[src/rtl/gp_sum_pipe.sv]
// Two-stage pipelined parallel-prefix adder: stage 1 resolves the low segment and registers its
// carry, stage 2 resolves the high segment against it. Valid/ready handshake on both sides.
module gp_sum_pipe #(
    parameter int unsigned WIDTH    = 22,
    parameter int unsigned LO_WIDTH = 16
) (
    input  logic             clk,
    input  logic             rst,
    input  logic             in_valid,
    output logic             in_ready,
    input  logic [WIDTH-1:0] a,
    input  logic [WIDTH-1:0] b,
    input  logic             cin,
    output logic             out_valid,
    input  logic             out_ready,
    output logic [WIDTH-1:0] sum,
    output logic             cout,
    output logic             ovf
);
    localparam int unsigned HI_WIDTH = WIDTH - LO_WIDTH;
    localparam int unsigned LO_N     = LO_WIDTH + 1;
    localparam int unsigned HI_N     = HI_WIDTH + 1;
    localparam int unsigned LO_LVL   = $clog2(LO_N);
    localparam int unsigned HI_LVL   = $clog2(HI_N);

    logic [WIDTH-1:0] p;
    logic [WIDTH-1:0] g;

    assign p = a ^ b;
    assign g = a & b;

    // Low-segment Kogge-Stone; entry 0 carries cin so entry k ends as the carry into bit k.
    logic [LO_N-1:0] lo_gv;
    logic [LO_N-1:0] lo_pv;
    logic [LO_N-1:0] lo_gn;
    logic [LO_N-1:0] lo_pn;

    always_comb begin
        lo_gv = {g[LO_WIDTH-1:0], cin};
        lo_pv = {p[LO_WIDTH-1:0], 1'b0};
        lo_gn = lo_gv;
        lo_pn = lo_pv;
        for (int l = 0; l < LO_LVL; l++) begin
            lo_gn = lo_gv;
            lo_pn = lo_pv;
            for (int k = 0; k < LO_N; k++) begin
                if (k >= (1 << l)) begin
                    lo_gn[k] = lo_gv[k] | (lo_pv[k] & lo_gv[(k >= (1 << l)) ? k - (1 << l) : 0]);
                    lo_pn[k] = lo_pv[k] & lo_pv[(k >= (1 << l)) ? k - (1 << l) : 0];
                end
            end
            lo_gv = lo_gn;
            lo_pv = lo_pn;
        end
    end

    logic [LO_WIDTH-1:0] lo_sum;
    logic                lo_c;

    assign lo_sum = p[LO_WIDTH-1:0] ^ lo_gv[LO_WIDTH-1:0];
    assign lo_c   = lo_gv[LO_WIDTH];

    logic                s1_valid;
    logic [LO_WIDTH-1:0] s1_lo_sum;
    logic                s1_c;
    logic [HI_WIDTH-1:0] s1_p;
    logic [HI_WIDTH-1:0] s1_g;
    logic                s2_adv;

    assign s2_adv   = !out_valid || out_ready;
    assign in_ready = !s1_valid || s2_adv;

    always_ff @(posedge clk) begin
        if (rst) begin
            s1_valid  <= 1'b0;
            s1_lo_sum <= '0;
            s1_c      <= 1'b0;
            s1_p      <= '0;
            s1_g      <= '0;
        end else if (in_ready) begin
            s1_valid <= in_valid;
            if (in_valid) begin
                s1_lo_sum <= lo_sum;
                s1_c      <= lo_c;
                s1_p      <= p[WIDTH-1:LO_WIDTH];
                s1_g      <= g[WIDTH-1:LO_WIDTH];
            end
        end
    end

    // High-segment prefix tree seeded with the registered low-segment carry.
    logic [HI_N-1:0] hi_gv;
    logic [HI_N-1:0] hi_pv;
    logic [HI_N-1:0] hi_gn;
    logic [HI_N-1:0] hi_pn;

    always_comb begin
        hi_gv = {s1_g, s1_c};
        hi_pv = {s1_p, 1'b0};
        hi_gn = hi_gv;
        hi_pn = hi_pv;
        for (int l = 0; l < HI_LVL; l++) begin
            hi_gn = hi_gv;
            hi_pn = hi_pv;
            for (int k = 0; k < HI_N; k++) begin
                if (k >= (1 << l)) begin
                    hi_gn[k] = hi_gv[k] | (hi_pv[k] & hi_gv[(k >= (1 << l)) ? k - (1 << l) : 0]);
                    hi_pn[k] = hi_pv[k] & hi_pv[(k >= (1 << l)) ? k - (1 << l) : 0];
                end
            end
            hi_gv = hi_gn;
            hi_pv = hi_pn;
        end
    end

    logic [HI_WIDTH-1:0] hi_sum;
    logic                hi_cout;
    logic                hi_ovf;

    assign hi_sum  = s1_p ^ hi_gv[HI_WIDTH-1:0];
    assign hi_cout = hi_gv[HI_WIDTH];
    assign hi_ovf  = hi_gv[HI_WIDTH-1] ^ hi_gv[HI_WIDTH];

    always_ff @(posedge clk) begin
        if (rst) begin
            out_valid <= 1'b0;
            sum       <= '0;
            cout      <= 1'b0;
            ovf       <= 1'b0;
        end else if (s2_adv) begin
            out_valid <= s1_valid;
            if (s1_valid) begin
                sum  <= {hi_sum, s1_lo_sum};
                cout <= hi_cout;
                ovf  <= hi_ovf;
            end
        end
    end

endmodule

[config.mk]
export PLATFORM = sky130hd
export DESIGN_NAME = gp_sum_pipe
export DESIGN_NICKNAME = d
export VERILOG_FILES = /design/src/rtl/gp_sum_pipe.sv
export SDC_FILE = /design/constraint.sdc
export NUM_CORES = 1
export LEC_CHECK = 0
export BUFFER_PORTS_ARGS = -buffer_cell sky130_fd_sc_hd__buf_2
export CORE_UTILIZATION = 40
export DETAILED_ROUTE_END_ITERATION = 8
export PLACE_DENSITY = 0.65
export SLEW_MARGIN = 20
export SYNTH_ARGS = -nofsm -noshare
export SYNTH_HDL_FRONTEND = slang
export SYNTH_SLANG_ARGS = --single-unit
[constraint.sdc]
create_clock -name clk -period 2.1 [get_ports clk]
set_input_delay 0.42 -clock clk [delete_from_list [all_inputs] [get_ports clk]]
set_output_delay 0.42 -clock clk [all_outputs]
set_load 0.005 [all_outputs]
==> results.md <==
* Mapped Nets at 445
* Gate Count Post-Synth at approximately 370
* Placed cell count at 538
* Setup Viol. Count Final at 0
* Seq pwr share at between 50% and 60%
* Startpoint types: primary input
* First-pass GRT wire length at approximately 11000 um
* Hold Fails Final Rpt at 0
* Hold Buf Count CTS at 0
* Pin count of the biggest net entering global routing at 37
* Int Power at roughly 1.6 mW
* N_diodes at 0
* Worst-path maximum fanout at 3
* Worst-Margin Slew at 0.5325 ns
* Gr ovfl total at 0
* Multi-input logic area at approximately 1700 um2
* Final Critical Period at between 1.5 and 2 ns
* CTS Sinks at 55
* Post-cts resize count at 0
* Comb power frac at between 20% and 30%
* GPL Wtd Cong at between 0.9 and 1
* Simple-gate share of the synthesized area at between 20% and 30%
* Routed WL at ~6600 um
* Drt first pass iters at 4
* Non-filler instance count after layout at approximately 550
* # IOs at between 70 and 80
* Critical Path End Type: register
* Cell variety after synth at 47
* Post-Synth Adder-Cell Area at a little over a tenth
* Die width at about 88 um
* Area grow syn2layout at 22.08%
* Postcts setup bufs at 0
* Final core utilization at between 50% and 60%
* Share of the synthesized area in the top cell type at a little under two fifths
* Site row count at 30
* HP Class: in2reg
* Detailed placer's ending HPWL at a little over 5000 um
* Number of routed nets with antenna violations at 0
* Cell area power density at roughly 640 nW/um2
* Starting Density at a little over two fifths
* WL per Instance at roughly 12 um
* Ranking of synthesized cells by area: dfxtp_1 38%, nand2_1 12%, a21oi_1 10%
* IO Port Bufs at 74
* YS warnings at 0
* Slew Limit Fails at 0
* Arr. time, crit path at ~2.1 ns
* RSZ-0062 raised after global routing: no
* CTS Buffer Depth at 2
* DRT iter0 DRCs at roughly 150
* Layout cells sized above 1 at between 20% and 30%
* Core Area at 6944 um2
* Post-synthesis compound-gate area fraction at between 20% and 30%
* Outcome: finished, final reports clean
* Reg area at approximately 1100 um2
* Req. time, crit path at 2.34 ns
* MaxCap Viol Count at 0
* Final Net Count at ~520
* VDD IR max at ~330 uV
* Drt drc at 0
* H-tree levels at 2
* CTS tree: done
* Synth Area in XOR/XNOR at 5.081%
* Clock network fraction of total power at between 20% and 30%
* Initial antenna violation count at 0
* Vias at 2722
* Fin crit share at 89.75%
* Post-synthesis register bit count at 55
* Vias in the first global route at around 2.4k
* Post-synthesis mux area share at less than 1%
* Clk_lat worst skew at 0.30 ns
* Root buffer cell: clkbuf_8
* Reg clk slew, reported paths at around 0.1 ns
* Worst-case headroom to the max-slew limit at 64.04%
* Vias/cell at approximately 5
* Combinational family with the most area after synthesis: compound AO/OA/AOI/OAI gates
* Filler Cells Inserted at 714
* Post-synthesis sequential area ratio at between 30 and 40%
* Clock Skew at ~0.011 ns
* Area leader, netlist: dfxtp_1
* GRT Util Overall at 18.22%
* Leak at 1.528 nW
* Main synth FF type: dfxtp_1
* Syn_area_per_cell at 7.877 um2
* Post-synth ARST share at 0%
* DIE AREA at between 7000 and 8000 um2
* EDFF count, synth at 0
* Num CTS Buffers at 5
* Net switching power at about 670 uW
* Die height at ~88 um
* Sw frac at between 20% and 30%
* Critical path start-end classification: in2reg
* Max Clk Rate at between 500 and 600 MHz
* Post-synthesis cell area at 2930 um2
## logic make-up (layout without fill, tap and decap cells)
group	after synthesis	in the layout
compound gates	106	106
flops	55	55
xor+xnor	17	17
mux	1	1
fa+ha+maj	24	24
buf+inv	27	105
simple gates	142	142
## final timing paths
kind	depth (start not counted)	slack, ns	to	from
max	8	0.22	s1_lo_sum[15]	a[0]
min	3	0.36	s1_valid	in_valid
max reg2reg	6	0.46	s1_p[3]	out_valid
min reg2reg	2	0.45	sum[14]	s1_lo_sum[14]
## metal layers
layer / track usage [%] / vias up / routed length, um
met5: 0 / - / 0
met1: 27.07 / 1209 / 3449
met4: 4.322 / 0 / 58
met2: 27.41 / 70 / 2774
li1: - / 1438 / -
met3: 3.110 / 5 / 308
## state kept, by name (all words and copies together) (netlist names)
| signal | cells |
|---|---|
| s1_valid | 1 |
| cout | 1 |
| s1_g | 6 |
| s1_lo_sum | 16 |
| s1_p | 6 |
| ovf | 1 |
| out_valid | 1 |
| s1_c | 1 |
| sum | 22 |
## metrics by stage
stage	power [mW]	hold slack (ns)	cell area (um2)	setup slack [ns]	TNS (ns)
finish	2.306	0.3632	3577	0.2152	0
global route	2.443	0.3845	3577	0.06984	0
CTS	2.332	0.3659	3577	0.2240	0
detailed placement	1.725	0.4440	3478	-0.08932	-0.2070
global placement	1.718	0.4399	3478	-0.05256	-0.05256
floorplan	1.532	0.4287	2930	0.1287	0
## cell usage after synthesis, types with 2 or more instances
cell      count
a211oi_1      7
a21o_1        2
a21oi_1      61
a31oi_1       6
buf_1         2
buf_2         5
clkbuf_1     10
clkbuf_2      2
dfxtp_1      55
ha_1         23
inv_1         7
nand2_1      95
nand2b_1      2
nand3_1      10
nand4_1       2
nor2_1       18
nor2b_1       3
nor3_1        4
nor4b_1       2
o211ai_1      2
o211ai_2      2
o21ai_0      10
o21bai_1      3
xnor2_1      16
## layout by cell type (no fill, tap or decap), drive strengths merged, types with 5 or more instances in the layout
master,count
ha,23
a211oi,7
nor2,18
nor3,5
nand2,95
dfxtp,55
o21ai,11
nand3,10
xnor2,16
clkbuf,6
inv,7
buf,90
a21oi,62
a31oi,7
## layout make-up
| class | instances | area share (%) |
|---|---|---|
| multi-input combinational | 290 | 47.95 |
| sequential | 55 | 30.78 |
| timing repair buffer | 90 | 14.41 |
| tap | 96 | 3.358 |
| clock buffer | 6 | 2.308 |
| inverter | 7 | 0.7345 |
| clock inverter | 2 | 0.4547 |
## power by group through the flow
stage          Clock, mW  Combinational [mW]  Sequential [mW]
2_1_floorplan          0               0.364             1.17
3_3_place_gp           0               0.543             1.17
3_5_place_dp           0               0.549             1.18
4_1_cts            0.628               0.552             1.15
5_1_grt            0.656               0.624             1.16
6_report           0.603               0.551             1.15
## worst max-delay path, stage by stage
cell      delay, ns
buf_2          0.12
fa_1           0.44
a21oi_1        0.27
o211ai_2       0.16
a21oi_2        0.19
o21ai_2        0.10
a311o_1        0.36
nand3_1        0.07
Note: power is estimated with default switching activity, not from simulation.
